===== config.mk =====
export PLATFORM = sky130hd
export DESIGN_NAME = mem_access_ctrl
export DESIGN_NICKNAME = d
export VERILOG_FILES = /design/src/rtl/mem_access_ctrl.sv
export SDC_FILE = /design/constraint.sdc
export NUM_CORES = 1
export LEC_CHECK = 0
export ABC_AREA = 1
export CAP_MARGIN = 20
export CORE_MARGIN = 8
export CORE_UTILIZATION = 35
export DETAILED_ROUTE_END_ITERATION = 7
export GPL_ROUTABILITY_DRIVEN = 0
export HOLD_SLACK_MARGIN = 0.08
export PLACE_DENSITY = 0.61
export SYNTH_ARGS = -nofsm -noshare
export SYNTH_HDL_FRONTEND = slang
export SYNTH_SLANG_ARGS = --single-unit

===== constraint.sdc =====
create_clock -name clock -period 3.7 [get_ports clock]
set_input_delay 0.555 -clock clock [delete_from_list [all_inputs] [get_ports clock]]
set_output_delay 0.555 -clock clock [all_outputs]
set_load 0.01 [all_outputs]

===== src/rtl/mem_access_ctrl.sv =====
`timescale 1ns/1ps
// -----------------------------------------------------------------------------
// mem_access_ctrl
//
// MEM-stage sequencer for the data-memory port. Issues word read/write
// requests to a variable-latency memory over a req/ready handshake, stalls
// the whole pipeline while a transfer is outstanding, aborts transfers that
// wait longer than TIMEOUT request cycles and flags misaligned addresses.
//
// Parameters
//   TIMEOUT          maximum number of cycles mem_req may stay high without
//                    mem_ready before the access is aborted (>= 2)
//
// Ports
//   clock            rising-edge clock
//   reset            asynchronous, active-low reset
//   mem_read_M       MEM-stage instruction is a load
//   mem_write_M      MEM-stage instruction is a store (wins if both set)
//   ALU_result_M     byte address of the access
//   write_data_M     store data
//   mem_ready        memory completes the transfer this cycle
//   mem_rdata        memory read data, valid with mem_ready
//   mem_req          request to memory
//   mem_we           1 = write, 0 = read; valid with mem_req
//   mem_addr         word-aligned address; valid with mem_req
//   mem_wdata        store data; valid with mem_req & mem_we
//   mem_read_data_M  load data for the MEM_WB register
//   stall_F..stall_W hold the pipeline registers (all equal)
//   align_error      sticky: a misaligned access was seen
//   bus_error        sticky: an access timed out
//   access_count     completed transfers (wraps)
//   stall_count      cycles with stall asserted (wraps)
// -----------------------------------------------------------------------------
module mem_access_ctrl #(
    parameter int TIMEOUT = 16
) (
    input  logic        clock,
    input  logic        reset,
    input  logic        mem_read_M,
    input  logic        mem_write_M,
    input  logic [31:0] ALU_result_M,
    input  logic [31:0] write_data_M,
    input  logic        mem_ready,
    input  logic [31:0] mem_rdata,
    output logic        mem_req,
    output logic        mem_we,
    output logic [31:0] mem_addr,
    output logic [31:0] mem_wdata,
    output logic [31:0] mem_read_data_M,
    output logic        stall_F,
    output logic        stall_D,
    output logic        stall_E,
    output logic        stall_M,
    output logic        stall_W,
    output logic        align_error,
    output logic        bus_error,
    output logic [31:0] access_count,
    output logic [31:0] stall_count
);

    // wait_cnt only has to reach TIMEOUT-2, so clog2(TIMEOUT) bits suffice.
    localparam int CW = (TIMEOUT > 2) ? $clog2(TIMEOUT) : 1;
    localparam logic [CW-1:0] WAIT_LAST = CW'(TIMEOUT - 2);

    typedef enum logic [1:0] {
        ST_IDLE  = 2'd0,
        ST_WAIT  = 2'd1,
        ST_ABORT = 2'd2
    } state_t;

    state_t         state_reg;
    logic [CW-1:0]  wait_cnt_reg;
    logic [31:0]    addr_reg;
    logic [31:0]    wdata_reg;
    logic           we_reg;
    logic           align_error_reg;
    logic           bus_error_reg;
    logic [31:0]    access_count_reg;
    logic [31:0]    stall_count_reg;

    logic           access;
    logic           misaligned;
    logic           req_int;
    logic           stall_int;
    logic           complete;
    logic           we_int;
    logic [31:0]    addr_int;
    logic [31:0]    wdata_int;

    assign access     = mem_read_M | mem_write_M;
    assign misaligned = |ALU_result_M[1:0];

    // Request, stall and completion are combinational so a zero-wait memory
    // finishes in the issuing cycle and the pipeline sees the stall on the
    // same edge it would otherwise advance.
    always_comb begin
        req_int   = 1'b0;
        stall_int = 1'b0;
        complete  = 1'b0;
        we_int    = mem_write_M;
        addr_int  = {ALU_result_M[31:2], 2'b00};
        wdata_int = write_data_M;
        case (state_reg)
            ST_IDLE: begin
                if (access && !misaligned) begin
                    req_int   = 1'b1;
                    complete  = mem_ready;
                    stall_int = !mem_ready;
                end
            end
            ST_WAIT: begin
                // Drive from the latched copy: the stalled MEM stage still
                // holds the same instruction, but the latch makes the bus
                // independent of anything upstream.
                req_int   = 1'b1;
                we_int    = we_reg;
                addr_int  = addr_reg;
                wdata_int = wdata_reg;
                complete  = mem_ready;
                stall_int = !mem_ready;
            end
            default: begin
                // ABORT: no request, no stall, mem_ready ignored.
            end
        endcase
    end

    // reset is folded in so that pulling it low drops the request and the
    // stalls immediately, without waiting for the state register to settle.
    assign mem_req         = reset & req_int;
    assign mem_we          = we_int;
    assign mem_addr        = addr_int;
    assign mem_wdata       = wdata_int;
    assign mem_read_data_M = (reset && complete && !we_int) ? mem_rdata : 32'd0;

    assign stall_F = reset & stall_int;
    assign stall_D = reset & stall_int;
    assign stall_E = reset & stall_int;
    assign stall_M = reset & stall_int;
    assign stall_W = reset & stall_int;

    assign align_error  = align_error_reg;
    assign bus_error    = bus_error_reg;
    assign access_count = access_count_reg;
    assign stall_count  = stall_count_reg;

    always_ff @(posedge clock or negedge reset) begin
        if (!reset) begin
            state_reg        <= ST_IDLE;
            wait_cnt_reg     <= '0;
            addr_reg         <= 32'd0;
            wdata_reg        <= 32'd0;
            we_reg           <= 1'b0;
            align_error_reg  <= 1'b0;
            bus_error_reg    <= 1'b0;
            access_count_reg <= 32'd0;
            stall_count_reg  <= 32'd0;
        end else begin
            if (complete) begin
                access_count_reg <= access_count_reg + 32'd1;
            end
            if (stall_int) begin
                stall_count_reg <= stall_count_reg + 32'd1;
            end

            case (state_reg)
                ST_IDLE: begin
                    if (access) begin
                        if (misaligned) begin
                            align_error_reg <= 1'b1;
                        end else if (!mem_ready) begin
                            addr_reg     <= addr_int;
                            wdata_reg    <= write_data_M;
                            we_reg       <= mem_write_M;
                            wait_cnt_reg <= '0;
                            state_reg    <= ST_WAIT;
                        end
                    end
                end
                ST_WAIT: begin
                    // Ready in the last allowed cycle still wins over abort.
                    if (mem_ready) begin
                        state_reg <= ST_IDLE;
                    end else if (wait_cnt_reg == WAIT_LAST) begin
                        state_reg <= ST_ABORT;
                    end else begin
                        wait_cnt_reg <= wait_cnt_reg + 1'b1;
                    end
                end
                ST_ABORT: begin
                    bus_error_reg <= 1'b1;
                    state_reg     <= ST_IDLE;
                end
                default: begin
                    state_reg <= ST_IDLE;
                end
            endcase
        end
    end

endmodule


== Word-level counts from Yosys, hierarchy flattened ==
Cells that the tools add are included.
Widths: inputs -> output; s select.

* Register bits after elaboration: 137
* Input port bits: 101
* Output and inout bits: 169

* Add/subtract/negate cells: 3
* Eq/ne operators: 9
* Multiplexer cells: 22
* Bitwise gates (word level): 5
* Reductions and logical operators: 13

{| class="wikitable"
|+ Operator list
! operator !! count
|-
| $mux 32 || 3
|-
| $add 32x1->32 const B || 2
|-
| $mux 4 || 5
|-
| $mux 2 || 5
|-
| $ne 2x2->1 const B || 5
|-
| $pmux 4 s2 || 1
|-
| $reduce_and 4->1 || 2
|-
| $pmux 1 s2 || 3
|-
| $reduce_and 6->1 || 1
|-
| $add 4x1->4 const B || 1
|-
| $eq 4x4->1 const B || 1
|-
| $mux 1 || 4
|-
| $pmux 2 s2 || 1
|-
| $logic_and 1x1->1 || 3
|-
| $logic_not 1->1 || 3
|-
| $ne 3x3->1 const B || 1
|-
| $reduce_and 3->1 || 1
|-
| $and 1x1->1 || 2
|-
| $eq 2x1->1 const B || 1
|-
| $eq 2x2->1 const B || 1
|-
| $logic_not 2->1 || 1
|-
| $not 1->1 || 2
|-
| $reduce_bool 2->1 || 1
|-
| $reduce_or 2->1 || 1
|-
| $or 1x1->1 || 1
|}

== Longest topological paths before layout ==
* Depth in word-level cells: 8
* Depth in mapped cells: 10
* Depth with buffers taken out: 10

== Worst setup path before layout ==
Ideal clock, no wire load.

* Path type: input port to output port
* Start point: input port mem_ready
* End point: output port stall_E
* Data arrival time: 1.590 ns
* Path slack: 1.555 ns
* Stages on the path: 5
* Path buffers: 2
* Path through: buf_2 o21ai_1 nand2_2 nor2_1 buf_4

* Longest elaborated chain between the ends: 4

{| class="wikitable"
|+ RTL lines
! element !! line !! RTL
|-
| start, declared || 43 || <nowiki>input logic mem_ready,</nowiki>
|-
| $logic_not 1->1 * || -- ||
|-
| $mux 1 || 105 || <nowiki>if (access && !misaligned) begin</nowiki>
|-
| $pmux 1 s2 * || 103 || <nowiki>case (state_reg)</nowiki>
|-
| $and 1x1->1 * || -- ||
|-
| end, declared || 52 || <nowiki>output logic stall_E,</nowiki>
|}

Every way passes the cells marked *; elsewhere a longest branch is shown, timed or not.

== Worst setup path in the final report ==
* Start point: input port reset
* End point: output port mem_read_data_M[28]

* Longest elaborated chain between the ends: 3

{| class="wikitable"
|+ RTL lines
! element !! line !! RTL
|-
| start, declared || 38 || <nowiki>input logic reset,</nowiki>
|-
| $logic_and 1x1->1 (2 in series) || 134 || <nowiki>assign mem_read_data_M = (reset && complete && !we_int) ? mem_rdata : 32'd0;</nowiki>
|-
| $mux 32 || 134 ||
|-
| end, declared || 49 || <nowiki>output logic [31:0] mem_read_data_M,</nowiki>
|}

No other way between the ends.

==> results by group <==
Outcome
  – Status: complete, no violations

Worst setup path
  – Cell Chain, Critical Path: dlygate4sd3_1 > buf_6 > nand3_1 > buf_4 > nor2_1 > clkdlybuf4s50_1
  – Cell family with most CP delay: buffers and inverters
  – CP endpoint kind: output port
  – CP arrival: 2.64 ns
  – Critical path type: input port to output port
  – CP Data Required Time: 3.14 ns
  – Worst path bufs/invs: 4
  – Start point of the critical path: reset
  – Critical path launch point type: input port
  – Worst Path Max Fanout: 51
  – Slowest stage cell, crit path: clkdlybuf4s50_1
  – Slowest stage delay, CP: 0.57 ns
  – R2r setup slk: 1.68 ns
  – RR Startpoint: state_reg[1]

Synthesis
  – Synth Register Bits: 137
  – Yosys Warn Count: 0
  – Synthesized netlist cell count: 1046
  – Register area share after synthesis: 0.460
  – Synth cell types: 26
  – Synthesized Nets: 1151
  – Mean Syn Cell Area: 7.13 µm²
  – Cell area after synthesis: 7460 µm²

Clocking
  – CTS sink count: 137
  – H-tree lvl count: 4
  – Worst-path clk slew: 0.05 ns
  – CTS tree: done
  – Clock tree root buffer cell: clkbuf_16
  – Post_cts resized: 0
  – Total clock buffers created by CTS: 17
  – Maximum buffer depth of the clock tree: 2
  – Worst skew pair latency: 0.42 ns

Hold path
  – Hold_sp: bus_error
  – Hold crit path type: register to register

Routing
  – First-pass DRT Iterations: 5
  – 1st-iter DRT viols: 381
  – Drt drc: 0
  – Wirelength per Cell: 14.0 µm
  – Antenna violation net count after detailed routing: 0
  – DR vias/cell: 4.51
  – Vias: 7164
  – Total routed wirelength: 22200 µm

Timing
  – Fmax: 313 MHz
  – Hold Slack: 0.476 ns
  – Worst-Margin Slew: 0.937 ns
  – Min cycle time layout: 3.19 ns
  – RSZ-0062 raised after global routing: false
  – Max Slew Vio Count: 0
  – Setup TNS: 0 ns
  – Hold Fails Final Rpt: 0
  – Tcrit/Tclk final: 0.863
  – Clock skew: 0.0127 ns
  – Slew margin rel.: 0.375
  – # setup viols final: 0

Global route
  – Total gr overflow: 0
  – All-Layer GR Usage: 0.168
  – Largest net degree at the start of global routing: 66
  – Global-route wire length before repair: 35800 µm
  – Vias in the first global route: 6920
  – Initial antenna violation count: 0

Cells and area
  – Post-route insts no fill: 1589
  – Layout cells sized above 1: 0.0472
  – Final nets: 1407
  – Util after Layout: 0.523
  – Diodes inserted: 0
  – Fill count: 2042
  – Area delta synth->final: 47.0%

Place
  – Port buffer count: 269
  – Post-DP HPWL: 16700 µm
  – Placed Instances: 1557

Die
  – Die width: 162 µm
  – Core Rows: 53
  – Core Box Area: 21000 µm²
  – DIE HEIGHT: 162 µm
  – Die area: 26200 µm²
  – Starting Density: 0.356
  – Ports: 270

Power
  – Total power: 4.76 mW
  – Static leakage: 5.04 nW
  – Worst ir drop on vdd: 0.000357 V
  – PD cells: 434 nW/µm²

Job
  – Max Cap Viol: 0
[cells in the mapped netlist, drive strengths merged]
cell / count / area share
dfrtp: 137 / 0.46
clkbuf: 7 / 0.0035
nand3: 44 / 0.030
o21ai: 139 / 0.093
nand3b: 6 / 0.0060
nand2: 318 / 0.16
nor3: 8 / 0.0054
xnor2: 14 / 0.016
o22ai: 1 / 0.00084
ha: 4 / 0.0067
xor2: 13 / 0.015
nand4: 17 / 0.014
inv: 172 / 0.087
nor2: 124 / 0.068
o21bai: 2 / 0.0020
o21a: 1 / 0.0010
and2: 1 / 0.00084
a21oi: 4 / 0.0027
and3: 1 / 0.00084
buf: 33 / 0.025
[final timing paths]
| kind | endpoint | depth (start not counted) |
|---|---|---|
| min in group asynchronous | addr_reg[20] | 2 |
| worst max register to register | addr_reg[26] | 6 |
| worst min register to register | bus_error | 1 |
| max in group asynchronous | access_count[13] | 4 |
| worst min-delay path | bus_error | 1 |
| worst max-delay path | mem_read_data_M[28] | 6 |
[cells in the final DEF (no fill, tap or decap), types with 3 or more instances in the layout]
master	instances
a21oi_1	4
buf_4	7
bufinv_16	4
clkbuf_16	17
clkdlybuf4s50_1	268
clkinv_2	3
clkinvlp_4	3
dfrtp_1	137
ha_1	4
inv_1	167
inv_2	5
nand2_1	310
nand2_2	8
nand3_1	44
nand3b_1	6
nand4_1	17
nor2_1	113
nor2_2	8
nor2_4	3
nor3_1	8
o21ai_0	78
o21ai_1	61
xnor2_1	14
xor2_1	13
[metrics by stage]
stage	setup slack [ns]	cell area (µm²)
floorplan	1.56	7460
global placement	0.671	10300
detailed placement	0.592	10300
CTS	0.475	11000
global route	0.347	11000
finish	0.508	11000
[where the power goes]
group          switching (mW)  internal [mW]
combinational           0.532          0.529
clock                   0.658           1.14
sequential              0.154           1.75
total                    1.34           3.42
[cell families after synthesis]
logic type	count (synthesis)	share of synthesized area
buffers and inverters	212	0.115
adders and majority gates	4	0.00671
xor gates and xnor gates	27	0.0317
DFF	137	0.460
and+or+nand+nor	519	0.287
AOI/OAI and AO/OA	147	0.0998
[routing by layer]
metal  vias to the layer above  wire length [µm]  track usage
met5                         -                 0            0
met4                         0               315       0.0463
met3                        23              1490       0.0559
met2                       154             10300        0.271
met1                      3250             10100        0.210
li1                       3737                 -            -
[repair_timing]
action / in CTS / in global routing
setup buffers: 0 / 0
endpoints found under the hold margin: 3 / 0
endpoints found under the setup margin: 0 / 0
hold buffers: 1 / 0
[layout make-up]
| class | count | area, µm² | share of cell area |
|---|---|---|---|
| Timing Repair Buffer | 277 | 2760 | 0.251 |
| Tap cell | 275 | 344 | 0.0314 |
| Inverter | 172 | 646 | 0.0589 |
| Sequential cell | 137 | 3430 | 0.313 |
| Clock buffer | 19 | 443 | 0.0404 |
| Clock inverter | 12 | 175 | 0.0160 |
| Multi-Input combinational cell | 697 | 3180 | 0.290 |
Note: power is estimated with default switching activity, not from simulation.
